--- config.mk ---
export PLATFORM = sky130hd
export DESIGN_NAME = branch_resolver
export DESIGN_NICKNAME = d
export VERILOG_FILES = /design/src/rtl/branch_resolver.sv
export SDC_FILE = /design/constraint.sdc
export NUM_CORES = 1
export LEC_CHECK = 0
export ABC_AREA = 1
export BUFFER_PORTS_ARGS = -buffer_cell sky130_fd_sc_hd__buf_4
export CAP_MARGIN = 20
export CORE_ASPECT_RATIO = 1.25
export CORE_MARGIN = 2
export CORE_UTILIZATION = 56
export CTS_CLUSTER_DIAMETER = 80
export DETAILED_ROUTE_END_ITERATION = 10
export PLACE_DENSITY = 0.8
export SYNTH_ARGS = -nofsm -noshare
export SYNTH_HDL_FRONTEND = slang
export SYNTH_SLANG_ARGS = --single-unit
--- constraint.sdc ---
create_clock -name clk_in -period 3.5 [get_ports clk_in]
set_input_delay 0.35 -clock clk_in [delete_from_list [all_inputs] [get_ports clk_in]]
set_output_delay 0.35 -clock clk_in [all_outputs]
set_load 0.03 [all_outputs]
--- src/rtl/branch_resolver.sv ---
// EX-stage branch resolver: evaluates B/JAL/JALR, flags mispredicts with a one-cycle
// redirect pulse and then holds flush for a fixed squash window. Optional BRANCH_STATS_EN.
module branch_resolver #(
    parameter int unsigned ADDR_WIDTH    = 32,
    parameter int unsigned SQUASH_CYCLES = 2
) (
    input  logic                  clk_in,
    input  logic                  rst_in,
    input  logic                  rdy_in,
    input  logic                  stall_ex,
    input  logic                  ex_valid,
    input  logic [ADDR_WIDTH-1:0] ex_pc,
    input  logic                  ex_is_branch,
    input  logic                  ex_is_jal,
    input  logic                  ex_is_jalr,
    input  logic [2:0]            ex_funct3,
    input  logic [ADDR_WIDTH-1:0] ex_rs1,
    input  logic [ADDR_WIDTH-1:0] ex_rs2,
    input  logic [ADDR_WIDTH-1:0] ex_imm,
    input  logic                  ex_pred_taken,
    input  logic [ADDR_WIDTH-1:0] ex_pred_target,
    output logic                  branch_flag_out,
    output logic [ADDR_WIDTH-1:0] branch_target_out,
    output logic [ADDR_WIDTH-1:0] branch_pc_out,
    output logic                  branch_taken_out,
    output logic                  is_jalr_out,
    output logic [ADDR_WIDTH-1:0] link_addr_out,
`ifdef BRANCH_STATS_EN
    output logic [31:0]           stat_resolved_out,
    output logic [31:0]           stat_mispredict_out,
`endif
    output logic                  flush_out
);

    localparam int unsigned CNT_W = (SQUASH_CYCLES > 1) ? $clog2(SQUASH_CYCLES) : 1;

    typedef enum logic [1:0] {
        IDLE     = 2'd0,
        REDIRECT = 2'd1,
        SQUASH   = 2'd2
    } state_t;

    state_t                state, state_d;
    logic [CNT_W-1:0]      cnt, cnt_d;

    logic                  cond;
    logic                  is_cf;
    logic                  actual_taken;
    logic [ADDR_WIDTH-1:0] taken_target;
    logic [ADDR_WIDTH-1:0] seq_pc;
    logic [ADDR_WIDTH-1:0] actual_next;
    logic                  mispredict;
    logic                  consume;

    logic                  flag_d;
    logic                  flush_d;
    logic [ADDR_WIDTH-1:0] target_d;
    logic [ADDR_WIDTH-1:0] pc_d;
    logic                  taken_d;
    logic                  jalr_d;
    logic [ADDR_WIDTH-1:0] link_d;

    // Outcome and target evaluation for the instruction currently in EX
    always_comb begin
        cond = 1'b0;
        case (ex_funct3)
            3'b000:  cond = (ex_rs1 == ex_rs2);
            3'b001:  cond = (ex_rs1 != ex_rs2);
            3'b100:  cond = ($signed(ex_rs1) <  $signed(ex_rs2));
            3'b101:  cond = ($signed(ex_rs1) >= $signed(ex_rs2));
            3'b110:  cond = (ex_rs1 <  ex_rs2);
            3'b111:  cond = (ex_rs1 >= ex_rs2);
            default: cond = 1'b0;
        endcase
        is_cf        = ex_is_branch | ex_is_jal | ex_is_jalr;
        actual_taken = ex_is_jal | ex_is_jalr | (ex_is_branch & cond);
        taken_target = ex_is_jalr ? ((ex_rs1 + ex_imm) & {{(ADDR_WIDTH-1){1'b1}}, 1'b0})
                                  : (ex_pc + ex_imm);
        seq_pc       = ex_pc + ADDR_WIDTH'(4);
        actual_next  = actual_taken ? taken_target : seq_pc;
        mispredict   = (actual_taken != ex_pred_taken) |
                       (actual_taken & (taken_target != ex_pred_target));
        consume      = rdy_in & ~stall_ex & ex_valid & is_cf & (state == IDLE);
    end

    // State register
    always_ff @(posedge clk_in) begin
        if (!rst_in) begin
            state <= IDLE;
            cnt   <= '0;
        end else begin
            state <= state_d;
            cnt   <= cnt_d;
        end
    end

    // Next-state logic; REDIRECT/SQUASH ignore stall_ex but still freeze on rdy_in=0
    always_comb begin
        state_d = state;
        cnt_d   = cnt;
        if (rdy_in) begin
            case (state)
                IDLE: begin
                    if (consume && mispredict) begin
                        state_d = REDIRECT;
                    end
                end
                REDIRECT: begin
                    state_d = SQUASH;
                    cnt_d   = CNT_W'(SQUASH_CYCLES - 1);
                end
                SQUASH: begin
                    if (cnt == '0) begin
                        state_d = IDLE;
                    end else begin
                        cnt_d = cnt - CNT_W'(1);
                    end
                end
                default: state_d = IDLE;
            endcase
        end
    end

    // Next values of the registered outputs
    always_comb begin
        flag_d   = branch_flag_out;
        flush_d  = flush_out;
        target_d = branch_target_out;
        pc_d     = branch_pc_out;
        taken_d  = branch_taken_out;
        jalr_d   = is_jalr_out;
        link_d   = link_addr_out;
        if (rdy_in) begin
            flag_d  = (state_d == REDIRECT);
            flush_d = (state_d != IDLE);
            if (consume) begin
                target_d = actual_next;
                pc_d     = ex_pc;
                taken_d  = actual_taken;
                jalr_d   = ex_is_jalr;
                link_d   = seq_pc;
            end
        end
    end

    always_ff @(posedge clk_in) begin
        if (!rst_in) begin
            branch_flag_out   <= 1'b0;
            flush_out         <= 1'b0;
            branch_target_out <= '0;
            branch_pc_out     <= '0;
            branch_taken_out  <= 1'b0;
            is_jalr_out       <= 1'b0;
            link_addr_out     <= '0;
        end else begin
            branch_flag_out   <= flag_d;
            flush_out         <= flush_d;
            branch_target_out <= target_d;
            branch_pc_out     <= pc_d;
            branch_taken_out  <= taken_d;
            is_jalr_out       <= jalr_d;
            link_addr_out     <= link_d;
        end
    end

`ifdef BRANCH_STATS_EN
    // Saturating resolve/mispredict counters
    always_ff @(posedge clk_in) begin
        if (!rst_in) begin
            stat_resolved_out   <= '0;
            stat_mispredict_out <= '0;
        end else if (consume) begin
            if (stat_resolved_out != 32'hFFFF_FFFF) begin
                stat_resolved_out <= stat_resolved_out + 32'd1;
            end
            if (mispredict && (stat_mispredict_out != 32'hFFFF_FFFF)) begin
                stat_mispredict_out <= stat_mispredict_out + 32'd1;
            end
        end
    end
`endif

endmodule

======== After elaboration in Yosys (flattened, before gate mapping) ========
Cells that the tools add are included.
storage, ports and cells
  word-level logic and storage cells ...... 57
  latch bits .............................. 0
  bits in writable memories ............... 0
  output and inout bits ................... 100
  memory bits (read-only) ................. 0
  flip-flop bits (word level) ............. 103
  memories ................................ 0
cells by class
  mux-type cells .......................... 9
  eq/ne operators ......................... 12
  bitwise gates (word level) .............. 12
  div/mod/pow operators ................... 0
  add/sub/neg operators ................... 4
  $lt $le $gt $ge ......................... 4
  shift-type cells ........................ 0
  reductions and logical operators ........ 7
  multiply operators ...................... 0
operators by type and width
  operator                                             count
  adder 32 bit                                         2
  greater-or-equal comparator 32 bit                   2
  < comparator 32 bit                                  2
  two-way mux 32 bit                                   2
  != test 32 bit                                       2
  adder 32 x 3 -> 32 bit, second input constant        1
  equality test 32 bit                                 1
  equality test 3 bit, second input constant           4
  bitwise AND 1 bit                                    6
  two-way mux 2 bit                                    3
  one-hot mux 1 bit (6 select lines)                   1
  one-hot mux 2 bit (3 select lines)                   1
  OR 1 bit                                             5
  equality test 2 x 1 -> 1 bit, second input constant  2
  AND reduction 2 bit                                  2
  nonzero test 2 bit                                   2
  equality test 3 x 1 -> 1 bit, second input constant  1
  logical NOT 3 bit                                    1
  equality test 2 bit, second input constant           1
  logical NOT 2 bit                                    1
  one-hot mux 1 bit (2 select lines)                   1
  logical AND 1 bit                                    1
  two-way mux 1 bit                                    1
  != test 1 bit                                        1
  2 further kinds                                      2

======== Logic depth before layout (Yosys ltp) ========
  depth after elaboration ................. 11
  mapped depth ............................ 27

======== Worst setup path after synthesis ========
Ideal clock, no wire load.
  kind .................................... input to register
  start point ............................. input ex_pc[0]
  end point ............................... register branch_flag_out
  data arrival time ....................... 2560 ps
  slack ................................... 808 ps
  stages .................................. 27
  cell sequence ........................... ha_1 -> inv_1 -> fa_1 -> inv_1 -> nand2_1 -> nand2_1 -> nand3_1 -> nand2_1 -> nand2_1 -> nand2_1 -> nand2_1 -> nand2_1 -> nand2_1 -> nand3_1 -> nand2_1 -> nand2_1 -> nand2_1 -> nor2_1 -> nand2_1 -> nor2_1 -> nand3_1 -> nand2_1 -> nand3_1 -> nand2_1 -> nand2_1 -> nand3_1 -> a21oi_1
between the ends
  longest elaborated chain between the ends .. 10
ends and longest elaborated chain
  element                             line  source
  from (decl)                         12    input logic [ADDR_WIDTH-1:0] ex_pc,
  adder 32 bit                        78    : (ex_pc + ex_imm);
  two-way mux 32 bit                  77    taken_target = ex_is_jalr ? ((ex_rs1 + ex_imm) & {{(ADDR_WIDTH-1){1'b1}}, 1'b0})
  != test 32 bit                      82    (actual_taken & (taken_target != ex_pred_target));
  bitwise AND 1 bit                   82
  OR 1 bit                            81    mispredict = (actual_taken != ex_pred_taken) |
  logical AND 1 bit                   104   if (consume && mispredict) begin
  two-way mux 2 bit                   104
  one-hot mux 2 bit (3 select lines)  102   case (state)
  two-way mux 2 bit                   101   if (rdy_in) begin
  equality test 2 x 1 -> 1 bit        134   flag_d = (state_d == REDIRECT);
  to (signal assigned)                156   branch_flag_out <= flag_d;
  to (decl)                           22    output logic branch_flag_out,
Every way passes these cells.
A chain may end at the register's enable or synchronous reset.

======== Final worst setup path ========
Ends and elaborated chain as after synthesis.

==> run_results.csv <==
group,metric,value,unit
worst_hold_path,hold_path_end,"flush_out$_SDFFE_PN0P_",
global_routing,pin_count_of_the_biggest_net_entering_global_routing,68,
final_layout,nets,2574,
timing,timing.fmax,314.9,MHz
worst_setup_path,path_delay_family,"simple AND/OR/NAND/NOR gates",
worst_setup_path,critical_path.startpoint,"ex_pc[0]",
pwr,power.density_cell_area,289.2,nW/um^2
routing,drt.antenna.violating_nets,0,
pwr,leakage_power_figure,0.008264,uW
worst_hold_path,hold_path_class,"primary input to flop",
worst_setup_path,crit-reg2reg-launch,"state[0]$_SDFF_PN0_",
worst_setup_path,worst-r2r-setup-slack,0.79,ns
die,design.die.area,21420,um^2
synthesis,post_synth_fa_ha_maj_area_fraction,0.1116,
pwr,switching_share_of_power,0.4194,
worst_hold_path,worst_hold_startpoint,"rdy_in",
timing,fin_ws,0.3239,ns
worst_setup_path,worstPathArrival,3.37,ns
die,die_w,131.3,um
pwr,p_int,2359,uW
clocking,clockBufferDepth,2,
global_routing,grt-ovfl-total,0,
die,row_count,58,
clocking,cts_clk_pin_slew_worst_paths,0.07,ns
synthesis,netlist_instances,2039,
synthesis,synth-async-reset-ratio,0,
timing,worst_slew_pin_slew,0.8279,ns
die,start_util,0.5663,
timing,setup_repair_after_global_routing_missed_its_margin,"false",
synthesis,synthesis.area,11340,um^2
worst_setup_path,cp_slowest_stage_delay,0.38,ns
synthesis,synth_top_family_by_area,"simple AND/OR/NAND/NOR gates",
routing,drt_drc_violations_left,0,
worst_setup_path,critPathLaunchType,"primary input",
clocking,cts_tree,"done",
routing,routedWlPerCell,17.28,um
timing,final-setup-viol-count,0,
clocking,clock_buffer_count_from_cts,9,
die,core_region_area,20030,um^2
worst_setup_path,worst_path_max_delay_cell,"fa_1",
final_layout,insertedDiodeCount,0,
clocking,htreeDepth,3,
place,place_hpwl,35720,um
worst_setup_path,worstSetupPathType,"primary input to flop",
pwr,vdd_drop_max,327.6,uV
global_routing,antenna_found_initial,0,
synthesis,ys_ff_latch,101,
synthesis,synth.avg_cell_area,5.563,um^2
clocking,clock_sinks,101,
synthesis,synth_flop_cell,"dfxtp_1",
worst_setup_path,worst_r2r_endpoint,"branch_flag_out$_SDFFE_PN0P_",
timing,hold_viol_final,0,
final_layout,area_delta_synth_final,23.84,%
place,total_of_buffers_placed_on_input_and_output_ports,271,
synthesis,synth_xor_xnor_area_share,0.02085,
worst_setup_path,worst-r2r-cell-count,16,
run,maxCapViolations,0,
worst_setup_path,worst-path-buf-inv,4,
die,num_io_pins,272,
timing,timing.final.crit_share,0.9074,
synthesis,post_synth_mux_area_share,0,
timing,timing.max_slew.rel_slack,0.4475,
global_routing,grt_util_all_layers,0.4053,
final_layout,postLayoutCoreUtil,0.7013,
clocking,cts.root.buffer_cell,"clkbuf_16",
die,die_height,163.1,um
synthesis,synth_cell_type_count,40,
place,gp_congestion,0.9954,
clocking,worstSkewPairLatency,0.35,ns
worst_hold_path,hold_depth,2,
timing,layout_min_cycle_time,3.176,ns
worst_setup_path,worst_setup_path_end_kind,"flop",
global_routing,first_global_vias,13503,
synthesis,postSynthNetCount,2311,
synthesis,yosys.area_share.simple,0.4370,
synthesis,synth_seq_area_share,0.1783,
synthesis,synth_edf_count,0,
timing,skew,0.007291,ns
place,pre_cts_ws,0.08388,ns
synthesis,synth-warning-count,0,
routing,routed_wl,44540,um
clocking,cts_hold_buffers,0,
routing,vias,14446,
pwr,power.share.combinational,0.455,
worst_setup_path,required_time_of_the_critical_path,3.69,ns
pwr,p_seq_frac,0.306,
global_routing,wire_length_of_the_first_global_routing_pass,68960,um
status,outcome,"complete, no violations",
timing,setup_total_negative_slack,0,ns
worst_setup_path,crit_fanout,4,
routing,initialDrtViolationCount,1530,
synthesis,synth_compound_area_frac,0.1106,
pwr,power.clock.fraction,0.239,
worst_setup_path,path_common_cell,"nand2_1",
timing,final_max_slew_viol_count,0,
pwr,power,4062,uW
routing,drt-vias-per-instance,5.606,
final_layout,layout-drive-gt1-share,0.1465,
pwr,netSwitchingPower,1704,uW
routing,firstDrtPassIters,6,
## cell usage in the layout (no fill, tap or decap), types with 24 or more instances in the layout
cell type and n:
nand3b_1 24, dfxtp_1 101, inv_1 374, nand3_1 203, a21oi_1 106, buf_4 293, nand4_1 26, ha_1 98
o21ai_0 76, xor2_1 25, nand2_1 679, nor2_1 177
## cell type report
type,count,area (um^2)
fillers,1692,5983
flip-flops and latches,101,2022
well taps,270,337.8
inverters,378,1419
clock buffers,10,229.0
clock inverters,6,55.05
repair buffers,296,2260
multi-input cells,1516,7724
## synth_stat cells, types with 11 or more instances
library cell	number	area share
xor2_1	25	0.019
nor3_1	22	0.0097
nand2_1	681	0.23
inv_1	375	0.12
ha_1	98	0.11
nor2_1	177	0.059
nand3_1	204	0.090
a21oi_1	106	0.047
nand3b_1	24	0.016
o211ai_1	17	0.011
clkbuf_1	31	0.010
dfxtp_1	101	0.18
nand4_1	26	0.014
o221ai_1	11	0.0085
o21ai_0	76	0.034
## per-stage QoR
stage / std cells / hold WS, ns / area (um^2)
finish: 2577 / 0.2294 / 14050
global route: 2577 / 0.2181 / 14050
CTS: 2575 / 0.2148 / 14020
detailed placement: 2559 / 0.4590 / 13740
global placement: 2559 / 0.4549 / 13740
floorplan: 2039 / 0.4455 / 11340
## power by group through the flow
| stage | sequential, uW | clock, uW | combinational [uW] |
|---|---|---|---|
| detailed placement | 1270 | 0 | 1780 |
| floorplan | 1370 | 0 | 1030 |
| finish | 1240 | 969 | 1850 |
| global route | 1250 | 1010 | 2030 |
| CTS | 1240 | 966 | 1800 |
| global placement | 1260 | 0 | 1740 |
## sequential cells by signal, summed over array words and instances, names as in the netlist
signal / flops
cnt: 1
branch_taken_out: 1
state: 2
branch_flag_out: 1
branch_pc_out: 32
is_jalr_out: 1
flush_out: 1
branch_target_out: 32
link_addr_out: 30
## logic make-up after synthesis
group | after synthesis
and+or+nand+nor | 1163
buffers and inverters | 422
AOI/OAI and AO/OA | 226
DFF | 101
adders and majority gates | 100
xor gates and xnor gates | 27
## timing repair
action | 4_1_cts | 5_1_grt
setup buffers | 0 | 2
resized for setup | 0 | 2
endpoints found under the setup margin | 0 | 1
## layer usage
| layer | vias up | track usage | part of all wire |
|---|---|---|---|
| met1 | 6483 | 0.4938 | 0.40 |
| met5 | - | 0 | 0 |
| li1 | 6980 | - | - |
| met4 | 0 | 0.2060 | 0.054 |
| met3 | 178 | 0.04624 | 0.081 |
| met2 | 805 | 0.7091 | 0.47 |
## worst register-to-register path, delay by kind of cell, from the launching register on
family	cells	cell delay, ns
buffers and inverters	6	0.97
and+or+nand+nor	7	0.76
DFF	1	0.35
AOI/OAI and AO/OA	2	0.33
adders and majority gates	1	0.23
## worst max path at each step
| stage | endpoint | slack, ns | cells past startpoint |
|---|---|---|---|
| after global placement | branch_flag_out$_SDFFE_PN0P_ | 0.13 | 25 |
| after detailed placement | branch_flag_out$_SDFFE_PN0P_ | 0.08 | 25 |
| final | branch_flag_out$_SDFFE_PN0P_ | 0.32 | 26 |
| after CTS | branch_flag_out$_SDFFE_PN0P_ | 0.36 | 25 |
| after global routing | branch_flag_out$_SDFFE_PN0P_ | 0.01 | 28 |
| after floorplan | branch_flag_out$_SDFFE_PN0P_ | 0.81 | 27 |
Note: power is estimated with default switching activity, not from simulation.
